$ cat src/rtl/mem_tester.sv
// mem_tester: built-in memory self-test engine that drives the CPU-side port
// of the cache as an initiator. On start it writes pattern(i) over a word
// range, reads the range back and counts mismatches. The run always
// completes; results are held until the next accepted start.
// Optional feature macro: MEM_TESTER_INVERSE_PASS_EN adds a descending
// write/read pass of the inverted pattern after the ascending pass.
//
// Handshake with the cache: a transaction is issued by the edge that enters
// a transfer state or completes the previous transaction. Address, data and
// write enable are held until completion. The issue cycle itself is never
// sampled. After it, a write completes on the first edge that sees
// cache_busy low, and a read completes on the first edge that sees
// cache_data_out_ready high, with cache_data_out compared at that edge.
module mem_tester #(
    parameter logic [31:0] BASE_ADDRESS = 32'h0000_0000,
    parameter int          WORD_COUNT   = 1024,
    parameter logic [31:0] SEED         = 32'h0000_0000
) (
    input  logic        clk,
    input  logic        rst,
    input  logic        start,
    output logic        done,
    output logic        pass,
    output logic [15:0] error_count,
    output logic [31:0] first_error_address,
    output logic [31:0] first_error_data,
    output logic        cache_enable,
    output logic [31:0] cache_address,
    output logic [31:0] cache_data_in,
    output logic [3:0]  cache_write_enable,
    input  logic [31:0] cache_data_out,
    input  logic        cache_data_out_ready,
    input  logic        cache_busy,
    output logic [2:0]  debug_state
);

    localparam logic [15:0] LAST_IDX = 16'(WORD_COUNT - 1);
`ifdef MEM_TESTER_INVERSE_PASS_EN
    localparam logic [31:0] TOP_ADDRESS = BASE_ADDRESS + 32'(4 * (WORD_COUNT - 1));
`endif

    typedef enum logic [2:0] {
        S_IDLE  = 3'd0,
        S_WR_UP = 3'd1,
        S_RD_UP = 3'd2,
`ifdef MEM_TESTER_INVERSE_PASS_EN
        S_WR_DN = 3'd3,
        S_RD_DN = 3'd4,
`endif
        S_DONE  = 3'd5
    } state_t;

    state_t      state;
    state_t      next_state;
    logic [15:0] idx;
    logic        armed;      // set once the issue cycle has passed
    logic        is_write;
    logic        is_read;
    logic        down;
    logic        last_word;
    logic        complete;
    logic        mismatch;
    logic [31:0] expected;

    function automatic logic [31:0] pattern(input logic [15:0] i);
        return {i, ~i} ^ SEED;
    endfunction

    // State register
    always_ff @(posedge clk) begin
        if (rst) state <= S_IDLE;
        else     state <= next_state;
    end

    // Per-state decode and transaction completion
    always_comb begin
        is_write = 1'b0;
        is_read  = 1'b0;
        down     = 1'b0;
        case (state)
            S_WR_UP: is_write = 1'b1;
            S_RD_UP: is_read  = 1'b1;
`ifdef MEM_TESTER_INVERSE_PASS_EN
            S_WR_DN: begin
                is_write = 1'b1;
                down     = 1'b1;
            end
            S_RD_DN: begin
                is_read = 1'b1;
                down    = 1'b1;
            end
`endif
            default: ;
        endcase
        last_word = down ? (idx == 16'd0) : (idx == LAST_IDX);
        expected  = down ? ~pattern(idx) : pattern(idx);
        complete  = armed && (is_write ? !cache_busy : (is_read && cache_data_out_ready));
        mismatch  = is_read && complete && (cache_data_out != expected);
    end

    // Next-state: a phase ends when its last word completes
    always_comb begin
        next_state = state;
        case (state)
            S_IDLE, S_DONE: if (start) next_state = S_WR_UP;
            S_WR_UP: if (complete && last_word) next_state = S_RD_UP;
`ifdef MEM_TESTER_INVERSE_PASS_EN
            S_RD_UP: if (complete && last_word) next_state = S_WR_DN;
            S_WR_DN: if (complete && last_word) next_state = S_RD_DN;
            S_RD_DN: if (complete && last_word) next_state = S_DONE;
`else
            S_RD_UP: if (complete && last_word) next_state = S_DONE;
`endif
            default: next_state = S_IDLE;
        endcase
    end

    // Outputs decoded from state
    always_comb begin
        cache_enable       = is_write || is_read;
        cache_write_enable = is_write ? 4'b1111 : 4'b0000;
        pass               = done && (error_count == 16'd0);
        debug_state        = state;
    end

    // Datapath: word index, bus registers, error bookkeeping
    always_ff @(posedge clk) begin
        if (rst) begin
            idx                 <= 16'd0;
            armed               <= 1'b0;
            done                <= 1'b0;
            error_count         <= 16'd0;
            first_error_address <= 32'd0;
            first_error_data    <= 32'd0;
            cache_address       <= 32'd0;
            cache_data_in       <= 32'd0;
        end else if (state == S_IDLE || state == S_DONE) begin
            if (start) begin
                idx                 <= 16'd0;
                armed               <= 1'b0;
                done                <= 1'b0;
                error_count         <= 16'd0;
                first_error_address <= 32'd0;
                first_error_data    <= 32'd0;
                cache_address       <= BASE_ADDRESS;
                cache_data_in       <= pattern(16'd0);
            end
        end else if (!complete) begin
            armed <= 1'b1;
        end else begin
            armed <= 1'b0;
            if (mismatch) begin
                if (error_count != 16'hFFFF) error_count <= error_count + 16'd1;
                if (error_count == 16'd0) begin
                    first_error_address <= cache_address;
                    first_error_data    <= cache_data_out;
                end
            end
            case (state)
                S_WR_UP: begin
                    if (last_word) begin
                        idx           <= 16'd0;
                        cache_address <= BASE_ADDRESS;
                    end else begin
                        idx           <= idx + 16'd1;
                        cache_address <= cache_address + 32'd4;
                        cache_data_in <= pattern(idx + 16'd1);
                    end
                end
                S_RD_UP: begin
                    if (last_word) begin
`ifdef MEM_TESTER_INVERSE_PASS_EN
                        idx           <= LAST_IDX;
                        cache_address <= TOP_ADDRESS;
                        cache_data_in <= ~pattern(LAST_IDX);
`else
                        done          <= 1'b1;
`endif
                    end else begin
                        idx           <= idx + 16'd1;
                        cache_address <= cache_address + 32'd4;
                    end
                end
`ifdef MEM_TESTER_INVERSE_PASS_EN
                S_WR_DN: begin
                    if (last_word) begin
                        idx           <= LAST_IDX;
                        cache_address <= TOP_ADDRESS;
                    end else begin
                        idx           <= idx - 16'd1;
                        cache_address <= cache_address - 32'd4;
                        cache_data_in <= ~pattern(idx - 16'd1);
                    end
                end
                S_RD_DN: begin
                    if (last_word) begin
                        done <= 1'b1;
                    end else begin
                        idx           <= idx - 16'd1;
                        cache_address <= cache_address - 32'd4;
                    end
                end
`endif
                default: ;
            endcase
        end
    end

endmodule

$ cat config.mk
export PLATFORM = sky130hd
export DESIGN_NAME = mem_tester
export DESIGN_NICKNAME = d
export VERILOG_FILES = /design/src/rtl/mem_tester.sv
export SDC_FILE = /design/constraint.sdc
export NUM_CORES = 1
export LEC_CHECK = 0
export CORE_AREA = 10 10 145 147
export CTS_CLUSTER_DIAMETER = 40
export DETAILED_ROUTE_END_ITERATION = 6
export DIE_AREA = 0 0 155 157
export PLACE_DENSITY = 0.79
export SLEW_MARGIN = 10
export SYNTH_ARGS = -nofsm -noshare
export SYNTH_HDL_FRONTEND = slang
export SYNTH_SLANG_ARGS = --single-unit
$ cat constraint.sdc
create_clock -name clk -period 2.89 [get_ports clk]
set_clock_uncertainty 0.1 [all_clocks]
set_input_delay 0.289 -clock clk [delete_from_list [all_inputs] [get_ports clk]]
set_output_delay 0.289 -clock clk [all_outputs]
set_load 0.005 [all_outputs]
Yosys cells after proc, flatten, opt, wreduce, memory -nomap -nowiden. Cells that the tools add are included.

Bitwise operators: 2. Muxes and demuxes: 44. $add $sub $neg: 3. Reductions and logical operators: 26. Equality and inequality tests: 12.

Operators by type and width (number): 32-bit 2-to-1 mux (18); 16-bit 2-to-1 mux (9); 32-bit one-hot mux with 2 select lines (1); 16-bit by 1-bit adder with 16-bit output, second input constant (2); 32-bit by 3-bit adder with 32-bit output, second input constant (1); 32-bit inequality test (1); 16-bit NOT (2); 16-bit one-hot mux with 2 select lines (1); 4-bit AND reduction (5); 16-bit by 10-bit equality test with 1-bit output, second input constant (1); 16-bit logical NOT (1); 16-bit inequality test, second input constant (1); 2-bit nonzero test (7); 1-bit 2-to-1 mux (10); 3-bit 2-to-1 mux (3); 3-bit one-hot mux with 3 select lines (1); 2-bit inequality test, second input constant (4); 1-bit logical AND (6); 4-bit 2-to-1 mux (1); 3-bit by 1-bit equality test with 1-bit output, second input constant (1); 3-bit by 2-bit equality test with 1-bit output, second input constant (1); 3-bit equality test, second input constant (1); 3-bit logical NOT (1); 3-bit inequality test, second input constant (1); other kinds (6) (7).

Bits in registers: 165. Word-level logic and storage cells: 96. Bits of input ports: 37. Output and inout bits: 154.

Longest topological paths before layout.
Depth in word-level cells: 10. Mapped depth: 10. Gate-level depth less buffers: 9.

Worst setup path after synthesis. No wires, ideal clock.

Path kind: reg-to-reg. From: register idx[1]. To: register cache_address[29]. Arrival: 2.057 ns. Library setup time: 0.078 ns. Path buffers: 0. Required time: 2.712 ns. Cell stages (with the launch flop): 8. Slack: 0.655 ns. Period minus slack after synthesis: 2.235 ns. Path through: dfxtp_1 ha_1 nand3_1 nor3_2 a21oi_2 o2111ai_4 mux2_2 nor3_1.

Cells in the longest elaborated chain, start to end: 5. Elaborated cells between the ends (all ways): 7. Classes of those cells: eq/ne: 2; mux: 4; reduce/logical: 1.

Ends and longest elaborated chain: start: declaration (RTL line 55) `logic [15:0] idx;`; start signal: assignment (RTL line 165) `idx <= idx + 16'd1;`; start signal: assignment (RTL line 180) `idx <= idx + 16'd1;`; 16-bit by 10-bit equality test with 1-bit output * (RTL line 95) `last_word = down ? (idx == 16'd0) : (idx == LAST_IDX);`; 32-bit 2-to-1 mux (RTL line 161) `if (last_word) begin`; 32-bit one-hot mux with 2 select lines (RTL line 159) `case (state)`; 32-bit 2-to-1 mux (RTL line 148) `end else if (!complete) begin`; 32-bit 2-to-1 mux (RTL line 137) `end else if (state == S_IDLE || state == S_DONE) begin`; end signal: assignment (RTL line 166) `cache_address <= cache_address + 32'd4;`; end signal: assignment (RTL line 181) `cache_address <= cache_address + 32'd4;`; end: declaration (RTL line 28) `output logic [31:0] cache_address,`.

Mark *: on every way between the ends. The rest lies on a longest branch, timed or not. The select of a mux whose other input is x is not followed. A chain may end at the register's enable or synchronous reset.

Final worst setup path.
From: register error_count[0]. To: output port pass.

Cells in the longest elaborated chain, start to end: 2.

Ends and longest elaborated chain: start: declaration (RTL line 24) `output logic [15:0] error_count,`; start signal: assignment (RTL line 153) `if (error_count != 16'hFFFF) error_count <= error_count + 16'd1;`; 16-bit logical NOT (RTL line 122) `pass = done && (error_count == 16'd0);`; 1-bit logical AND (RTL line 122); end: declaration (RTL line 23) `output logic pass,`.

No other way between the ends.

==> results.tsv <==
metric	value	unit
area_growth	36.57	%
yosysSeqAreaShare	0.4505	
ys_dominant_reg_cell	dfxtp_1	
r2r_cells	7	
overflow	0	
top_layer_used	met4	
min_to	debug_state[1]$_SDFFE_PP0P_	
ys_warn_count	0	
stdcell_count	1197	
final_common_cell	clkdlybuf4s50_1	
firstDrtPassIters	5	
drt_iter0_markers	429	
synth-edff-count	0	
slowest_stage	clkdlybuf4s50_1	
grt_max_degree	40	
wirelength	22590	um
ys_types	73	
maxSlewViolCount	0	
power_density	647.7	nW/um2
grt_usage	0.1810	
yosys_register_bits	161	
arrival	2.25	ns
initial_utilization	0.3903	
cap_violations	0	
dieWidth	155	um
max_slew_margin	0.3910	
syn_avg_cell_area	9.220	um2
synthCells	776	
nNetsFinal	991	
globalplace.congestion	0.8707	
most-common-layout-cells	clkdlybuf4s50_1, dfxtp_1, nor2_1, a22o_1, nand2_1	
reg2reg_from	idx[12]$_SDFFE_PP0P_	
hp-class	primary input to flip-flop	
wl_per_cell	18.87	um
min_path_cells	2	
endpoint_kind	output port	
place_inst	1165	
synthArstFlopShare	0	
crit_fanout	4	
die-area	24340	um2
cts_tree	built	
vias	6565	
clock_path_buffers	2	
rr_endpoint	cache_address[18]$_SDFFE_PP0P_	
cts.sinks	161	
cpLargestDelayFamily	buffers and inverters	
tns	0	ns
cts_setup_buffers	0	
hold_viol	0	
cts_resized	0	
cts_root_buf	clkbuf_16	
wl_met2	10560	um
crit_type	flip-flop to output port	
min_from	rst	
start_kind	flip-flop	
drive_above_1_share	0.09242	
grt_setup_unrepaired	false	
worst_slew_pin_slew	0.9126	ns
ir_drop	0.5449	mV
grt_first_pass_wirelength	35560	um
portBuffers	186	
status	finished clean	
cts_made_buffers	17	
clk_pin_slew	0.07	ns
die_h	157	um
crit_buf_inv	3	
required	2.50	ns
num_rows	50	
routed-wl-met3	2063	um
finalCritPeriodShare	0.9138	
fp.coreArea	18330	um2
fmaxAchievable	378.6	MHz
insertion_delay	0.42	ns
syn-cell-area	7154	um2
antenna_found_initial	0	
h-tree-depth	4	
diodes	0	
drc	0	
setup_violations	0	
vias_per_cell	5.485	
total_power	6.328	mW
grt_pass1_vias	6404	
wl_met1	9518	um
crit_chain	inv_1 > ha_1 > nor4b_1 > nand4_1 > buf_4 > nor2_1 > clkdlybuf4s50_1	
num_io_pins	191	
final_antenna_net_count	0	
p_leak	3.427	nW
reg2reg_slack	0.28	ns
holdBufCountCts	0	
hpwl	16540	um
cpPeakStageDelay	0.51	ns
final.min_clock_period	2.641	ns
-- state kept, by name (all words and copies together), names as in the netlist --
| name | flops |
|---|---|
| idx | 16 |
| first_error_data | 32 |
| cache_address | 30 |
| cache_data_in | 32 |
| error_count | 16 |
| armed | 1 |
| debug_state | 3 |
| first_error_address | 30 |
| done | 1 |
-- Yosys cell counts (4+ instances only) --
cell / instances / area [um2]
and3_1: 8 / 50.05
clkbuf_1: 18 / 67.56
ha_1: 4 / 50.05
nor3_1: 23 / 115.1
or3_1: 9 / 56.30
nand3_1: 24 / 120.1
buf_4: 13 / 97.59
xor2_1: 26 / 227.7
nand3b_1: 4 / 30.03
nor2_1: 89 / 334.1
xnor2_1: 32 / 280.3
nor4_1: 18 / 112.6
a21oi_1: 35 / 175.2
inv_1: 14 / 52.55
nand4_1: 13 / 81.33
nor3b_1: 8 / 60.06
nand2_1: 52 / 195.2
dfxtp_1: 161 / 3223
or3b_1: 4 / 35.03
mux2i_1: 8 / 80.08
nand2b_1: 8 / 50.05
a22o_1: 73 / 639.4
a211oi_1: 6 / 45.04
o31ai_1: 7 / 52.55
buf_6: 6 / 67.56
a22oi_1: 6 / 45.04
buf_2: 23 / 115.1
o211ai_1: 4 / 30.03
o21ai_0: 14 / 70.07
o21ai_1: 5 / 25.02
-- power by group --
group / internal, mW / switching [mW] / total [mW]
combinational: 0.711 / 0.976 / 1.69
clock: 1.16 / 1.00 / 2.16
sequential: 2.38 / 0.106 / 2.48
-- how the worst max path moves through the flow --
stage | startpoint | endpoint | slack [ns] | depth (start not counted)
after global routing | idx[1]$_SDFFE_PP0P_ | cache_address[18]$_SDFFE_PP0P_ | 0.12 | 8
after floorplan | idx[1]$_SDFFE_PP0P_ | cache_address[29]$_SDFFE_PP0P_ | 0.66 | 7
after detailed placement | cache_data_out[7] | error_count[9]$_SDFFE_PP0P_ | 0.15 | 9
final | error_count[0]$_SDFFE_PP0P_ | pass | 0.25 | 7
after CTS | error_count[0]$_SDFFE_PP0P_ | pass | 0.22 | 7
after global placement | cache_data_out[7] | error_count[9]$_SDFFE_PP0P_ | 0.15 | 9
-- layout make-up --
cell class,count,area (um2)
fillers,1688,8559
well taps,234,292.8
multi-input cells,542,3553
clock buffers,19,442.9
flip-flops and latches,161,3223
inverters,15,56.30
clock inverters,13,117.6
repair buffers,213,2085
-- kinds of logic (layout without fill, tap and decap cells) --
family / after synthesis / in the layout / synth area share
AO/OA/AOI/OAI: 177 / 177 / 0.1885
flip-flops: 161 / 161 / 0.4505
XOR/XNOR: 58 / 58 / 0.07100
adder cells (fa/ha/maj): 4 / 4 / 0.006996
other: 1 / 4 / 0.0005242
AND/OR/NAND/NOR: 290 / 290 / 0.2127
multiplexers: 9 / 9 / 0.01277
buffers and inverters: 76 / 260 / 0.05701
-- metal layers --
layer	up-vias	GRT usage
met4	0	0.05038
li1	3133	-
met5	-	0
met1	3135	0.2230
met3	38	0.07342
met2	259	0.2855
-- per-stage QoR --
stage / setup slack [ns] / instance area, um2 / hold slack, ns / utilization
final: 0.2490 / 9771 / 0.1616 / 0.5330
after global routing: 0.1208 / 9771 / 0.1573 / 0.5330
after CTS: 0.2168 / 9771 / 0.1493 / 0.5330
after detailed placement: 0.1454 / 9210 / 0.3486 / 0.5025
after global placement: 0.1473 / 9210 / 0.3437 / 0.5025
after floorplan: 0.6553 / 7166 / 0.3145 / -
No activity file was read; power rests on OpenSTA's default activity.
==> edit 1, RTL diff (same settings) <==
Register the output `error_count` once more, cleared by the reset; this adds one clock of latency there. The other outputs are not delayed to match.
--- a/src/rtl/mem_tester.sv
+++ b/src/rtl/mem_tester.sv
@@ -50,6 +50,8 @@
         S_DONE  = 3'd5
     } state_t;
 
+    logic [15:0] error_count_s0;
+
     state_t      state;
     state_t      next_state;
     logic [15:0] idx;
@@ -119,7 +121,7 @@
     always_comb begin
         cache_enable       = is_write || is_read;
         cache_write_enable = is_write ? 4'b1111 : 4'b0000;
-        pass               = done && (error_count == 16'd0);
+        pass               = done && (error_count_s0 == 16'd0);
         debug_state        = state;
     end
 
@@ -129,7 +131,7 @@
             idx                 <= 16'd0;
             armed               <= 1'b0;
             done                <= 1'b0;
-            error_count         <= 16'd0;
+            error_count_s0      <= 16'd0;
             first_error_address <= 32'd0;
             first_error_data    <= 32'd0;
             cache_address       <= 32'd0;
@@ -139,7 +141,7 @@
                 idx                 <= 16'd0;
                 armed               <= 1'b0;
                 done                <= 1'b0;
-                error_count         <= 16'd0;
+                error_count_s0      <= 16'd0;
                 first_error_address <= 32'd0;
                 first_error_data    <= 32'd0;
                 cache_address       <= BASE_ADDRESS;
@@ -150,8 +152,8 @@
         end else begin
             armed <= 1'b0;
             if (mismatch) begin
-                if (error_count != 16'hFFFF) error_count <= error_count + 16'd1;
-                if (error_count == 16'd0) begin
+                if (error_count_s0 != 16'hFFFF) error_count_s0 <= error_count_s0 + 16'd1;
+                if (error_count_s0 == 16'd0) begin
                     first_error_address <= cache_address;
                     first_error_data    <= cache_data_out;
                 end
@@ -206,5 +208,13 @@
         end
     end
 
+    always_ff @(posedge clk) begin
+        if (rst) begin
+            error_count <= '0;
+        end else begin
+            error_count <= error_count_s0;
+        end
+    end
+
 endmodule
 
Check against the original RTL: same outputs for any inputs over 4 cycles, from zero or initial values and one cycle with rst high; that may be too few to reach the edited logic, so the function may still have changed.
==> edit 1 against the unedited design <==
  * Via count grew 17%
  * First-iteration DRC count grew 23%
  * Highest routed layer unchanged
  * Global-route usage grew 1.2 points
  * Sequential cell count grew 16
  * Setup slack lost 14 ps
  * Wire length grew 7.3%
  * Synthesized area grew 13%
  * Final area grew 9.9%
  * Final cell count grew 16%
Power is not compared: it rests on default switching activity, and its combinational part moved more than twofold at a synthesized area within 25%.
==> edit 1: results (changes against the unedited design) <==
| Metric | Value |
|---|---|
| Number of detailed-route iterations in the first pass | `6 (was 5)` |
| Final layout net count | `1,184 (was 991)` |
| Vias in the first global route | `7,335 (was 6,404)` |
| Unique masters post-synth | `62 (was 73)` |
| Number of remaining DRC errors | `0 (unchanged)` |
| Worst-Skew Late Latency | `440 ps (was 420 ps)` |
| CP max FO | `19 (was 4)` |
| Post-synth top cells | `177 x dfxtp_1, 126 x nand2_1, 110 x a21oi_1, 91 x nand3_1, 86 x nor2_1 (was 161 x dfxtp_1, 89 x nor2_1, 73 x a22o_1, 52 x nand2_1, 35 x a21oi_1)` |
| GP Congestion | `0.880 (was 0.871)` |
| Largest regs | `cache_data_in: 32 flops, first_error_data: 32 flops (unchanged)` |
| First-pass GRT wire length | `38,700 um (was 35,600 um)` |
| FFs w/ async S/R, synth | `0 (unchanged)` |
| Pin count of the biggest net entering global routing | `69 (was 40)` |
| Detailed placer's ending HPWL | `17,500 um (was 16,500 um)` |
| Number of cells upsized or downsized after cts | `0 (unchanged)` |
| Pin slew with the least headroom to its limit | `785 ps (was 913 ps)` |
| Drt via density | `5.51 (was 5.48)` |
| Final WL | `24,200 um (was 22,600 um)` |
| Iter 0 DRT Violations | `529 (was 429)` |
| CP delay by family, top | `compound AO/OA/AOI/OAI gates (was buffers and inverters)` |
| Total track usage | `0.193 (was 0.181)` |
| Worst path max stage delay | `580 ps (was 510 ps)` |
| WP data arrival | `2900 ps (was 2250 ps)` |
| Register area share after synthesis | `0.437 (was 0.451)` |
| CTS sink cnt | `177 (was 161)` |
| CTS root buffer | `clkbuf_16 (unchanged)` |
| Inserted Clock Buffers | `17 (unchanged)` |
| Slowest CP cell | `dfxtp_1 (was clkdlybuf4s50_1)` |
| Number of fill cells | `1,647 (was 1,688)` |
| Port Buffer Count | `186 (unchanged)` |
| Number of setup buffers added after CTS | `0 (unchanged)` |
| Layout cells sized above 1 | `0.0796 (was 0.0924)` |
| Leakage | `3.56 nW` |
| Status | `complete, no violations (unchanged)` |
| Synth top area cells | `dfxtp_1 44%, a21oi_1 6.8%, nand2_1 5.8% (was dfxtp_1 45%, a22o_1 8.9%, nor2_1 4.7%)` |
[edit 1: cell types whose count changed in the layout (fill, tap and decap cells not counted), sizes merged, moves of 9 or more]
cell	unedited run	this run
a211oi	6	24
a21oi	37	111
a22o	73	0
buf	28	40
dfxtp	161	177
nand2	53	126
nand3	27	91
nor2	95	86
nor2b	3	18
[edit 1: per-layer routing]
metal  track usage  wire, um  up-vias  share of wire
met5             0         0        -              0
met4        0.0535       290        0          0.012
met3        0.0737      2110       30          0.087
met2         0.296     11000      230           0.45
met1         0.247     10800     3616           0.45
li1              -         -     3778              -
[edit 1: worst paths after layout]
path	start	end	slack, ps	cells after the start
setup / recovery	idx[6]	idx[10]	230	7
hold / removal	rst	first_error_address[11]	300	2
setup reg to reg	idx[6]	idx[10]	230	7
hold reg to reg	first_error_address[15]	first_error_address[15]	350	2
[edit 1: layout make-up]
cell class / instances / area share
Clock inverter: 12 / 0.0158
Multi-Input combinational cell: 711 / 0.376
Sequential cell: 177 / 0.330
Timing Repair Buffer: 225 / 0.205
Inverter: 11 / 0.00384
Clock buffer: 20 / 0.0425
Tap cell: 234 / 0.0273
[edit 1: power breakdown]
group          internal (mW)  leakage (nW)  switching (mW)
Combinational          0.233          1.83           0.316
Sequential              2.48          1.43          0.0240
Clock                   1.43         0.297            1.02
Total                   4.14          3.56            1.36
[edit 1: cells by family (layout without fill, tap and decap cells)]
logic type / count (synthesis) / after routing / share of synthesized area
XOR/XNOR: 47 / 47 / 0.0508
flip-flops: 177 / 177 / 0.437
adder cells (fa/ha/maj): 4 / 4 / 0.00617
buffers and inverters: 100 / 268 / 0.0684
AND/OR/NAND/NOR: 438 / 438 / 0.266
AO/OA/AOI/OAI: 213 / 213 / 0.165
multiplexers: 5 / 5 / 0.00617
other: 1 / 4 / 0.000463
[edit 1: stage by stage]
stage                     area (um2)  cells  setup slack [ps]  power (mW)
after floorplan                 8120    988               593        2.87
after global placement         10100   1358               162        3.10
after detailed placement       10100   1358               112        3.11
after CTS                      10700   1390               203        5.54
after global routing           10700   1390              47.3        5.68
final                          10700   1390               235        5.50
[edit 1: worst reg2reg max path, cell delays in order, from the launching register on]
cell,delay [ps]
dfxtp_1,580
nand4_1,260
or3_1,500
o21bai_4,200
a21o_2,350
buf_4,290
a21oi_1,70
a211oi_1,230
==> edit 2, RTL diff (same settings) <==
Without the edit above. Change the parameter `WORD_COUNT` from 1024 to 768.
--- a/src/rtl/mem_tester.sv
+++ b/src/rtl/mem_tester.sv
@@ -13,7 +13,7 @@
 // cache_data_out_ready high, with cache_data_out compared at that edge.
 module mem_tester #(
     parameter logic [31:0] BASE_ADDRESS = 32'h0000_0000,
-    parameter int          WORD_COUNT   = 1024,
+    parameter int          WORD_COUNT   = 768,
     parameter logic [31:0] SEED         = 32'h0000_0000
 ) (
     input  logic        clk,
Check against the original RTL: no difference found for any inputs over 4 cycles, from zero or initial values and one cycle with rst high; that may be too few to reach the edited logic, so the function may still have changed.
==> edit 2 against the unedited design <==
  * Synthesized area rose by 7.9%
  * Final area rose by 6.8%
  * First-iteration DRC count rose by 9.6%
  * Setup slack got worse by 100 ps
  * Die area did not move
  * Maximum frequency fell by 3.7%
  * Sequential cell count did not move
  * Wire length rose by 6.7%
Power is not compared: it rests on default switching activity, and its combinational part moved more than twofold at a synthesized area within 25%.
==> edit 2: results (changes against the unedited design) <==
| Metric | Value |
|---|---|
| Status | `complete, no violations (unchanged)` |
| Iter 0 DRT Violations | `470 (was 429)` |
| Area Growth Syn to Fin | `35.1% (was 36.6%)` |
| Worst-Skew Late Latency | `420 ps (about the same)` |
| Register area share after synthesis | `0.417 (was 0.451)` |
| Worst path max stage delay | `450 ps (was 510 ps)` |
| Number of cells upsized or downsized after cts | `0 (unchanged)` |
| Post-synth top cells | `161 x dfxtp_1, 131 x nand2_1, 102 x a21oi_1, 67 x nor2_1, 58 x or3b_2 (was 161 x dfxtp_1, 89 x nor2_1, 73 x a22o_1, 52 x nand2_1, 35 x a21oi_1)` |
| CP max FO | `34 (was 4)` |
| First-pass GRT wire length | `39,000 um (was 35,600 um)` |
| Unique masters post-synth | `61 (was 73)` |
| Via count | `7,332 (was 6,565)` |
| Slowest CP cell | `or3b_2 (was clkdlybuf4s50_1)` |
| Synth Area in XOR/XNOR | `0.0737 (was 0.0710)` |
| Final WL | `24,100 um (was 22,600 um)` |
| WP data arrival | `2980 ps (was 2250 ps)` |
| Pin count of the biggest net entering global routing | `67 (was 40)` |
| Layout cells sized above 1 | `0.124 (was 0.0924)` |
| Vias in the first global route | `7,241 (was 6,404)` |
| Number of detailed-route iterations in the first pass | `5 (unchanged)` |
| Detailed placer's ending HPWL | `17,600 um (was 16,500 um)` |
| Total track usage | `0.195 (was 0.181)` |
| DP Worst Slack | `59.1 ps (was 145 ps)` |
| GP Congestion | `0.898 (was 0.871)` |
| CTS Buffer Depth | `2 (unchanged)` |
| Synth Area in Adders | `0.00648 (was 0.00700)` |
| Synth top area cells | `dfxtp_1 42%, a21oi_1 6.6%, or3b_2 6.6% (was dfxtp_1 45%, a22o_1 8.9%, nor2_1 4.7%)` |
| Mux cell area share after synthesis | `0.00275 (was 0.0128)` |
| Compound-cell area share of the yosys netlist | `0.136 (was 0.189)` |
| Final layout net count | `1,128 (was 991)` |
| Pin slew with the least headroom to its limit | `736 ps (was 913 ps)` |
[edit 2: cell families after synthesis]
family          Yosys count
other cells               1
xor+xnor                 65
flops                   161
buf+inv                  92
mux                       2
simple gates            429
fa+ha+maj                 4
compound gates          169
[edit 2: metal layers]
layer	up-vias	wire length, um	track usage
li1	3558	-	-
met1	3459	9750	0.228
met2	277	11800	0.326
met3	38	2060	0.0723
met4	0	487	0.0603
met5	-	0	0
[edit 2: through the flow]
step                      std cells  total power [mW]  cell area [um2]
after global placement         1302              2.83             9830
after detailed placement       1302              2.84             9830
after CTS                      1334              5.11            10400
final                          1334              5.08            10400
after global routing           1334              5.26            10400
after floorplan                 926              2.59             7730
[edit 2: final cells by class]
class / instances / area, um2
fillers: 1625 / 7900
multi-input cells: 673 / 4070
flip-flops and latches: 161 / 3220
repair buffers: 223 / 2200
clock buffers: 24 / 502
well taps: 234 / 293
clock inverters: 8 / 101
inverters: 11 / 41.3
[edit 2: worst paths after layout]
| kind | startpoint | to | slack (ps) | cells past startpoint |
|---|---|---|---|---|
| worst max-delay path | error_count[1] | first_error_address[27] | 150 | 10 |
| worst min-delay path | rst | error_count[1] | 220 | 2 |
| worst min register to register | first_error_data[19] | first_error_data[19] | 350 | 2 |
| worst max register to register | error_count[1] | first_error_address[27] | 150 | 10 |
[edit 2: where the power goes]
group          switching [mW]  internal (mW)
sequential             0.0282           2.26
combinational           0.270          0.235
clock                   0.898           1.39
total                    1.20           3.88
[edit 2: worst max-delay path, delay by kind of cell, from the launching register on]
kind | cells | cell delay, ps
AND/OR/NAND/NOR | 3 | 980
AO/OA/AOI/OAI | 3 | 610
buffers and inverters | 3 | 440
flip-flops | 1 | 350
adder cells (fa/ha/maj) | 1 | 160
